### src/rtl/adder_8bit.sv
// ---------------------------------------------------------------------------
// adder_8bit
//   32-bit registered adder built from four cascaded 8-bit carry-ripple
//   slices (bits 7:0, 15:8, 23:16, 31:24). One clock of latency, accepts a
//   new operand set every cycle, no backpressure.
//
// Ports
//   clk          in   1   sole clock, rising edge
//   rst_n        in   1   synchronous active-low reset
//   a            in  32   first operand (unsigned)
//   b            in  32   second operand (unsigned)
//   retenue_prec in   1   carry-in into slice 0
//   in_valid     in   1   operands valid this cycle
//   result       out 32   registered sum bits [31:0]
//   retenue      out  1   registered carry-out of bit 31
//   overflow     out  1   registered two's-complement signed overflow
//   out_valid    out  1   one-cycle pulse when outputs hold a new sum
// ---------------------------------------------------------------------------
module adder_8bit (
    input  logic        clk,
    input  logic        rst_n,
    input  logic [31:0] a,
    input  logic [31:0] b,
    input  logic        retenue_prec,
    input  logic        in_valid,
    output logic [31:0] result,
    output logic        retenue,
    output logic        overflow,
    output logic        out_valid
);

    logic [4:0]  slice_carry;   // slice_carry[s] is the carry into slice s
    logic [31:0] sum_comb;
    logic        ovf_comb;
    logic        bit_carry;

    // Each slice ripples its carry bit by bit; its final carry becomes the
    // next slice's carry-in.
    always_comb begin
        slice_carry    = '0;
        sum_comb       = '0;
        bit_carry      = 1'b0;
        slice_carry[0] = retenue_prec;
        for (int unsigned s = 0; s < 4; s++) begin
            bit_carry = slice_carry[s];
            for (int unsigned i = 0; i < 8; i++) begin
                sum_comb[s*8 + i] = a[s*8 + i] ^ b[s*8 + i] ^ bit_carry;
                bit_carry         = (a[s*8 + i] & b[s*8 + i])
                                  | (a[s*8 + i] & bit_carry)
                                  | (b[s*8 + i] & bit_carry);
            end
            slice_carry[s+1] = bit_carry;
        end
    end

    // Signed overflow: like-signed operands producing an opposite-signed sum.
    assign ovf_comb = (a[31] == b[31]) && (sum_comb[31] != a[31]);

    always_ff @(posedge clk) begin
        if (!rst_n) begin
            result    <= '0;
            retenue   <= 1'b0;
            overflow  <= 1'b0;
            out_valid <= 1'b0;
        end else begin
            out_valid <= in_valid;
            if (in_valid) begin
                result   <= sum_comb;
                retenue  <= slice_carry[4];
                overflow <= ovf_comb;
            end
        end
    end

endmodule

### config.mk
export PLATFORM = sky130hd
export DESIGN_NAME = adder_8bit
export DESIGN_NICKNAME = d
export VERILOG_FILES = /design/src/rtl/adder_8bit.sv
export SDC_FILE = /design/constraint.sdc
export NUM_CORES = 1
export LEC_CHECK = 0
export CORE_AREA = 2 2 68 77
export CTS_CLUSTER_SIZE = 30
export DETAILED_ROUTE_END_ITERATION = 8
export DIE_AREA = 0 0 70 79
export GPL_TIMING_DRIVEN = 1
export PLACE_DENSITY = 0.95
export SLEW_MARGIN = 10
export SYNTH_ARGS = -nofsm -noshare
export SYNTH_HDL_FRONTEND = slang
export SYNTH_SLANG_ARGS = --single-unit
### constraint.sdc
create_clock -name clk -period 34.6 [get_ports clk]
set_input_delay 5.19 -clock clk [delete_from_list [all_inputs] [get_ports clk]]
set_output_delay 5.19 -clock clk [all_outputs]
set_load 0.03 [all_outputs]
==> reports/qor.txt, run 1 <==
WHS = 0.486 ns
Setup bufs post-CTS = 0
Via count = 1460
Leak = 1.27 nW
GPL Wtd Cong = 0.753
Reg2reg path depth = 2
Worst setup margin = 16.21 ns
Sequential cell area = 701 um2
CP Max Fanout = 2
Reg2reg end = result[10]$_SDFFE_PN0P_
Worst r2r src = result[10]$_SDFFE_PN0P_
Worst slew pin tran = 1.06 ns
Clock transition at path regs = 0.07 ns
Clk sinks = 35
CP peak stage delay = 0.44 ns
Sw power = 0.0373 mW
Sequential area share after synthesis = 0.352
Max Buffers Root-to-Sink = 2
DP Wirelength = 3690 um
Critical path endpoint = overflow$_SDFFE_PN0P_
CTS H-tree depth = 2
Root buffer cell = clkbuf_8
Layout fillers = 386
Commonest non-fill, non-tap cell in the layout = clkdlybuf4s50_1
Resized Gates After CTS = 0
DRC = 0
Multi-input gate area = 1220 um2
Netlist cell types = 16
Num rows = 27
Crit end category = register
Seq pwr share = 0.395
Initial Utilization = 0.415
IO Port Bufs = 102
PwrDens = 38.3 nW/um2
Int Pwr = 0.0819 mW
Post-Syn Nets = 254
Syn_area_per_cell = 13.0 um2
CTS tree = built
CP Data Required Time = 34.76 ns
Clock power frac = 0.232
Syn-to-layout area delta = 56.4%
Commonest cells after routing, fill and taps aside = clkdlybuf4s50_1 (101), dfxtp_1 (35), fa_1 (32), mux2i_1 (30), nor2b_1 (30)
Setup TNS = 0 ns
Die height = 79 um
Yosys warns = 0
Final worst path period need = 18.39 ns
Endpoints failing setup = 0
Status = finished, final reports clean
Net count, final = 356
GRT Total Usage = 0.173
Post-synthesis cell count = 153
Final hold vios = 0
# IOs = 103
N_diodes = 0
Comb pwr share = 0.374
Vias in the first global route = 1663
Largest net degree at the start of global routing = 40
Drt via density = 4.65
RSZ-0062 raised after global routing = false
Core ar. = 4800 um2
Wire length on met3 = 369 um
CP dominant cell by count = fa_1
Clock skew = 0 ns
CTS buffer count = 5
Global-route wire length before repair = 7580 um
Die area = 5530 um2
Slew HR = 0.293
Slowest CP cell = fa_1
Worst Setup SP = a[0]
Top sig layer = met4
Drt first pass iters = 2
Critical Path Start Type = input pin
Pre-CTS setup slack = 15.92 ns
Synth Cell Area = 1990 um2
Slew Viols, Final = 0
Wire per inst = 14.6 um
Max Cap Viol = 0
Chip width = 70 um
R2R Setup Slk = 33.95 ns
Fin crit share = 0.532
Wl on met1 = 1720 um
Post-Route WL = 4570 um
Proportion of layout cells with a drive suffix above 1 = 0.0273
Yosys reg bits = 35
Crit Path Category = input pin to register
Initial antenna violation count = 0
Clock latency on the worst-skew pair = 0.27 ns
Worst-case vdd ir drop = 0.0201 mV
Max Freq = 0.0544 GHz
Final ANT Viol Nets = 0
HP Class = register to register
Hold buffers post-CTS = 0
Sw Share = 0.313
Arr. time, crit path = 18.56 ns
Met2 WL post-DR = 2430 um
DRT iter0 DRCs = 34
GRT Residual Overflow = 0
==> cells by family after synthesis <==
logic type	count (synthesis)	share of synthesized area
flops	35	0.352
compound gates	4	0.0176
fa+ha+maj	33	0.328
mux	30	0.151
simple gates	36	0.111
xor+xnor	1	0.00440
buf+inv	14	0.0365
==> synth_stat cells, drive strengths merged <==
cell type  instances  share of area
o211a              3          0.015
mux2i             30           0.15
o21ai              1         0.0025
nand3b             2         0.0075
inv                7          0.013
nand2              3         0.0057
xor2               1         0.0044
buf                4          0.018
dfxtp             35           0.35
nor2b             30          0.094
fa                32           0.32
and2               1         0.0031
ha                 1         0.0063
clkbuf             3         0.0057
==> per-stage QoR <==
step	total power, mW	util	instances	area, um2
finish	0.119	0.649	314	3110
global route	0.126	0.649	314	3110
CTS	0.121	0.649	314	3110
detailed placement	0.0929	0.632	306	3030
global placement	0.0911	0.632	306	3030
floorplan	0.0710	-	153	1990
==> registers in the layout, summed over array words and instances, names as in the netlist <==
name and count:
out_valid 1, overflow 1, result 32, retenue 1
==> layer usage <==
layer  vias up  track usage
met3         7       0.0609
met2        64        0.311
met5         -            0
met4         0       0.0404
li1        689            -
met1       700        0.198
==> worst min path at each step <==
stage,from,depth (start not counted),slack (ns),end
after global placement,result[0]$_SDFFE_PN0P_,1,0.46,result[0]$_SDFFE_PN0P_
after CTS,overflow$_SDFFE_PN0P_,2,0.49,overflow$_SDFFE_PN0P_
after floorplan,overflow$_SDFFE_PN0P_,2,0.60,overflow$_SDFFE_PN0P_
after global routing,result[0]$_SDFFE_PN0P_,1,0.51,result[0]$_SDFFE_PN0P_
final,result[31]$_SDFFE_PN0P_,1,0.49,result[31]$_SDFFE_PN0P_
after detailed placement,result[31]$_SDFFE_PN0P_,1,0.47,result[31]$_SDFFE_PN0P_
==> power groups by stage <==
| stage | clock (mW) | combinational [mW] | sequential (mW) |
|---|---|---|---|
| after floorplan | 0 | 0.0147 | 0.0563 |
| after global placement | 0 | 0.0435 | 0.0476 |
| after detailed placement | 0 | 0.0450 | 0.0479 |
| after CTS | 0.0288 | 0.0452 | 0.0471 |
| after global routing | 0.0301 | 0.0486 | 0.0476 |
| final | 0.0276 | 0.0446 | 0.0471 |
==> worst max-delay path, delay by kind of cell <==
family,cells,cell delay (ns)
buffers and inverters,4,0.61
AO/OA/AOI/OAI,1,0.08
adder cells (fa/ha/maj),32,12.50
XOR/XNOR,1,0.17
==> area by class of cell <==
cell class,count,share of cell area
tap,58,0.0233
clock buffer,7,0.0245
inverter,7,0.00844
multi-input combinational,104,0.391
sequential,35,0.225
timing repair buffer,102,0.326
clock inverter,1,0.00161
(Power assumes the default switching activity.)
==> run 2, diff against run 1 <==
Settings changed: CORE_AREA 2 2 68 77 to 2 2 74 83, DIE_AREA 0 0 70 79 to 0 0 76 85, PLACE_DENSITY 0.95 to 0.88.
Clock period 34.6 ns to 15.09 ns, I/O delays scaled along.
==> run 2 against run 1 <==
  * Design area grew 2.0%
  * Die area up 17%
  * Count of clock-buffer cells in the layout unchanged
  * Clock skew did not move
  * First-iteration DRC count shrank 2.9%
  * Via count is 0.75% higher
  * Worst hold slack worse by 0.0013 ns
  * Cell count is 6.1% higher
  * Sequential share of layout area shrank 0.43 points
  * Global-route usage decreased by 2.0 points
  * Worst setup slack got worse by 16 ns
  * Largest cell class unchanged
  * Largest power group unchanged
  * Highest routed layer unchanged
==> reports/qor.txt, run 2 (synthesis gave the netlist of run 1 again) <==
Placed Area = 3060 um2 (was 3030 um2)
Clock transition at path regs = 0.07 ns (about the same)
Post-Route WL = 4640 um (was 4570 um)
Final hold vios = 0 (unchanged)
Clk sinks = 35 (unchanged)
CP Max Fanout = 2 (unchanged)
CTS buffer count = 5 (unchanged)
Placed Instances = 325 (was 306)
Initial antenna violation count = 0 (unchanged)
Vias in the first global route = 1653 (was 1663)
Fin util = 0.565 (was 0.649)
Max Cap Viol = 0 (unchanged)
Drt via density = 4.42 (was 4.65)
DP Wirelength = 3660 um (was 3690 um)
Commonest non-fill, non-tap cell in the layout = clkdlybuf4s50_1 (unchanged)
# IOs = 103 (unchanged)
Largest Register = result (unchanged)
Die height = 85 um (was 79 um)
Slew HR = 0.282 (was 0.293)
Max FFs per register = 32 (unchanged)
DRC = 0 (unchanged)
CP Data Required Time = 15.26 ns (was 34.76 ns)
Initial Utilization = 0.354 (was 0.415)
CP dominant cell by count = fa_1 (unchanged)
Fin crit share = 0.976
CTS tree = built (unchanged)
IO Port Bufs = 102 (unchanged)
Chip width = 76 um (was 70 um)
Crit Path Category = input pin to register (unchanged)
Worst-case vdd ir drop = 0.0401 mV (was 0.0201 mV)
HP Class = register to register (unchanged)
Reg2reg path depth = 1 (was 2)
Net count, final = 356 (unchanged)
Via count = 1471 (was 1460)
Endpoints failing setup = 0 (unchanged)
Drt first pass iters = 3 (was 2)
N_diodes = 0 (unchanged)
Pre-CTS setup slack = -0.729 ns (was 15.92 ns)
Setup bufs post-CTS = 0 (unchanged)
Die area = 6460 um2 (was 5530 um2)
Design area = 3180 um2 (was 3110 um2)
Worst slew pin tran = 1.07 ns (was 1.06 ns)
DRT iter0 DRCs = 33 (was 34)
Setup TNS = 0 ns (unchanged)
GPL Wtd Cong = 0.777 (was 0.753)
CP peak stage delay = 0.44 ns (about the same)
Final ANT Viol Nets = 0 (unchanged)
Proportion of layout cells with a drive suffix above 1 = 0.0859 (was 0.0273)
CTS H-tree depth = 2 (unchanged)
Wire per inst = 13.9 um (was 14.6 um)
RSZ-0062 raised after global routing = false (unchanged)
PwrDens = 86.9 nW/um2 (was 38.3 nW/um2)
Post-Layout Cell Count = 333 (was 314)
Hold depth = 2 (was 1)
Max Buffers Root-to-Sink = 2 (unchanged)
Layout fillers = 499 (was 386)
Max Freq = 0.0679 GHz
GRT Total Usage = 0.153 (was 0.173)
Worst setup margin = 0.369 ns (was 16.21 ns)
Critical Path Start Type = input pin (unchanged)
GRT Residual Overflow = 0 (unchanged)
Leak = 1.26 nW (was 1.27 nW)
Clock skew = 0 ns (unchanged)
Core ar. = 5620 um2 (was 4800 um2)
Commonest cells after routing, fill and taps aside = clkdlybuf4s50_1 (101), dfxtp_1 (35), mux2i_1 (30), nor2b_1 (30), fa_1 (17) (was clkdlybuf4s50_1 (101), dfxtp_1 (35), fa_1 (32), mux2i_1 (30), nor2b_1 (30))
Global-route wire length before repair = 7820 um (was 7580 um)
Crit end category = register (unchanged)
WHS = 0.485 ns (was 0.486 ns)
Num rows = 29 (was 27)
Arr. time, crit path = 14.89 ns (was 18.56 ns)
Slew Viols, Final = 0 (unchanged)
Slowest CP cell = fa_1 (unchanged)
Syn-to-layout area delta = 59.5% (was 56.4%)
Hold buffers post-CTS = 0 (unchanged)
Largest net degree at the start of global routing = 40 (unchanged)
Root buffer cell = clkbuf_8 (unchanged)
Final worst path period need = 14.72 ns
Clock latency on the worst-skew pair = 0.28 ns (was 0.27 ns)
Status = finished, final reports clean (unchanged)
Design Power = 0.276 mW (was 0.119 mW)
run 2: cell count changes in the layout (fill, tap and decap cells not counted):
cell  previous run  this run
fa_1            32        17
fa_2             0        15
run 2: worst paths after layout:
| path | start | endpoint | slack (ns) |
|---|---|---|---|
| min reg2reg | overflow$_SDFFE_PN0P_ | overflow$_SDFFE_PN0P_ | 0.48 |
| max reg2reg | retenue$_SDFFE_PN0P_ | retenue$_SDFFE_PN0P_ | 14.45 |
| min | overflow$_SDFFE_PN0P_ | overflow$_SDFFE_PN0P_ | 0.48 |
| max | a[0] | overflow$_SDFFE_PN0P_ | 0.37 |
run 2: layout make-up:
class	instances	area (um2)	share of cell area
inverters	7	26.3	0.00827
clock buffers	7	76.3	0.0240
flip-flops and latches	35	701	0.221
multi-input cells	104	1250	0.395
clock inverters	1	5.00	0.00158
well taps	77	96.3	0.0303
repair buffers	102	1020	0.320
run 2: layer usage:
metal / global-route usage / vias up / wire (um)
li1: - / 690 / -
met1: 0.171 / 716 / 1760
met2: 0.277 / 61 / 2500
met3: 0.0553 / 4 / 341
met4: 0.0446 / 0 / 37
met5: 0 / - / 0
run 2: repair_timing:
item	CTS	global route
endpoints found under the hold margin	0	0
gates resized for setup	10	5
cloned	0	0
endpoints found under the setup margin	3	2
pin swaps	1	1
run 2: critical path: cells and delay by family:
family | cells | cell delay [ns]
XOR/XNOR | 1 | 0.18
AO/OA/AOI/OAI | 1 | 0.08
adder cells (fa/ha/maj) | 32 | 11.79
buffers and inverters | 4 | 0.60
run 2: where the power goes:
part | internal, mW | leakage [nW] | total [mW] | switching, mW
clock | 0.0324 | 0.0422 | 0.0652 | 0.0328
sequential | 0.102 | 0.289 | 0.107 | 0.00495
combinational | 0.0538 | 0.930 | 0.103 | 0.0495
==> run 3, diff against run 2 <==
Settings changed: CAP_MARGIN set to 20.
==> run 3 against run 2 <==
  * Flip-flop and latch count stayed put
  * Via count is 0.48% higher
  * Non-clock buffer count up 1
  * Global-route usage unchanged
  * Count of clock-buffer cells in the layout unchanged
  * Register-to-register slack is essentially flat
  * Cell count grew 0.30%
  * Clock power about the same
  * Die area stayed put
  * Sequential share of layout area down 0.10 points
==> reports/qor.txt, run 3 (synthesis gave the netlist of run 1 again) <==
Max Freq = 0.0680 GHz (was 0.0679 GHz)
Max Cap Viol = 0 (unchanged)
Crit Path Category = input pin to register (unchanged)
DRC = 0 (unchanged)
Die area = 6460 um2 (unchanged)
Clock transition at path regs = 0.07 ns (about the same)
Global-route wire length before repair = 7820 um (unchanged)
GPL Wtd Cong = 0.777 (unchanged)
Setup TNS = 0 ns (unchanged)
Status = finished, final reports clean (unchanged)
Worst slew pin tran = 1.03 ns (was 1.07 ns)
Drt first pass iters = 3 (unchanged)
Post-Layout Cell Count = 334 (was 333)
Commonest non-fill, non-tap cell in the layout = clkdlybuf4s50_1 (unchanged)
Max FFs per register = 32 (unchanged)
Slew Viols, Final = 0 (unchanged)
Final hold vios = 0 (unchanged)
DP Wirelength = 3660 um (unchanged)
Worst-case vdd ir drop = 0.0433 mV (was 0.0401 mV)
Pre-CTS setup slack = -0.729 ns (unchanged)
GRT Residual Overflow = 0 (unchanged)
Final ANT Viol Nets = 0 (unchanged)
Largest Register = result (unchanged)
Max Buffers Root-to-Sink = 2 (unchanged)
Wire per inst = 14.0 um (was 13.9 um)
CP dominant cell by count = fa_1 (unchanged)
Hold buffers post-CTS = 0 (unchanged)
Final worst path period need = 14.72 ns (about the same)
CTS buffer count = 5 (unchanged)
Die height = 85 um (unchanged)
Layout fillers = 497 (was 499)
Drt via density = 4.43 (was 4.42)
Slowest CP cell = fa_1 (unchanged)
Net count, final = 357 (was 356)
Commonest cells after routing, fill and taps aside = clkdlybuf4s50_1 (101), dfxtp_1 (35), mux2i_1 (30), nor2b_1 (30), fa_1 (17) (unchanged)
Design Power = 0.277 mW (was 0.276 mW)
Vias in the first global route = 1653 (unchanged)
CTS H-tree depth = 2 (unchanged)
Arr. time, crit path = 14.89 ns (about the same)
Multi-input gate area = 1250 um2 (unchanged)
Placed Instances = 325 (unchanged)
Syn-to-layout area delta = 60.3% (was 59.5%)
Via count = 1478 (was 1471)
CTS tree = built (unchanged)
Post-Route WL = 4680 um (was 4640 um)
Clk sinks = 35 (unchanged)
Proportion of layout cells with a drive suffix above 1 = 0.0895 (was 0.0859)
HP Class = register to register (unchanged)
Sequential cell area = 701 um2 (unchanged)
Clock latency on the worst-skew pair = 0.28 ns (about the same)
Initial antenna violation count = 0 (unchanged)
Worst setup margin = 0.375 ns (was 0.369 ns)
Fin crit share = 0.975 (was 0.976)
DRT iter0 DRCs = 32 (was 33)
Leak = 1.27 nW (was 1.26 nW)
Core ar. = 5620 um2 (unchanged)
# IOs = 103 (unchanged)
RSZ-0062 raised after global routing = false (unchanged)
Initial Utilization = 0.354 (unchanged)
PwrDens = 86.7 nW/um2 (was 86.9 nW/um2)
Slew HR = 0.314 (was 0.282)
Largest net degree at the start of global routing = 40 (unchanged)
Critical Path Start Type = input pin (unchanged)
Num rows = 29 (unchanged)
CP Data Required Time = 15.27 ns (was 15.26 ns)
Root buffer cell = clkbuf_8 (unchanged)
GRT Total Usage = 0.153 (unchanged)
N_diodes = 0 (unchanged)
Crit end category = register (unchanged)
CP Max Fanout = 2 (unchanged)
CP peak stage delay = 0.44 ns (about the same)
Endpoints failing setup = 0 (unchanged)
Chip width = 76 um (unchanged)
IO Port Bufs = 102 (unchanged)
R2R Setup Slk = 14.46 ns (was 14.45 ns)
Clock skew = 0 ns (unchanged)
-- run 3: changes by cell type in the layout (fill, tap and decap cells not counted), sizes merged --
cell / change
buf: +1
-- run 3: repair_timing --
item                                    4_1_cts  5_1_grt
endpoints found under the setup margin        3        2
resized for setup                            10        5
pin swaps                                     1        1
setup buffers                                 0        0
-- run 3: final timing paths --
check | start | endpoint | cells after the start
setup / recovery | a[0] | overflow$_SDFFE_PN0P_ | 38
hold / removal | result[0]$_SDFFE_PN0P_ | result[0]$_SDFFE_PN0P_ | 1
setup reg to reg | retenue$_SDFFE_PN0P_ | retenue$_SDFFE_PN0P_ | 1
hold reg to reg | result[0]$_SDFFE_PN0P_ | result[0]$_SDFFE_PN0P_ | 1
-- run 3: per-stage QoR --
step	area [um2]	hold slack [ns]	utilization
6_report	3190	0.485	0.567
5_1_grt	3190	0.508	0.567
4_1_cts	3160	0.484	0.562
3_5_place_dp	3060	0.470	0.543
3_3_place_gp	3060	0.463	0.543
2_1_floorplan	1990	0.602	-
-- run 3: worst max-delay path: cells and delay by family --
family	cells	cell delay, ns
adders and majority gates	32	11.79
buffers and inverters	4	0.60
xor gates and xnor gates	1	0.18
AOI/OAI and AO/OA	1	0.08
-- run 3: power breakdown --
| part | internal (mW) | switching, mW |
|---|---|---|
| clock network | 0.0324 | 0.0329 |
| registers | 0.103 | 0.00500 |
| logic | 0.0541 | 0.0497 |
| total | 0.189 | 0.0876 |
-- run 3: final cells by class --
type,count,area share
Multi-Input combinational cell,104,0.393
Timing Repair Buffer,103,0.323
Sequential cell,35,0.220
Tap cell,77,0.0302
Clock buffer,7,0.0239
Inverter,7,0.00824
Clock inverter,1,0.00157
-- run 3: routing by layer --
layer | vias up | track usage | share of wire
met1 | 722 | 0.171 | 0.38
li1 | 691 | - | -
met3 | 4 | 0.0553 | 0.073
met2 | 61 | 0.277 | 0.54
met5 | - | 0 | 0
met4 | 0 | 0.0446 | 0.0079
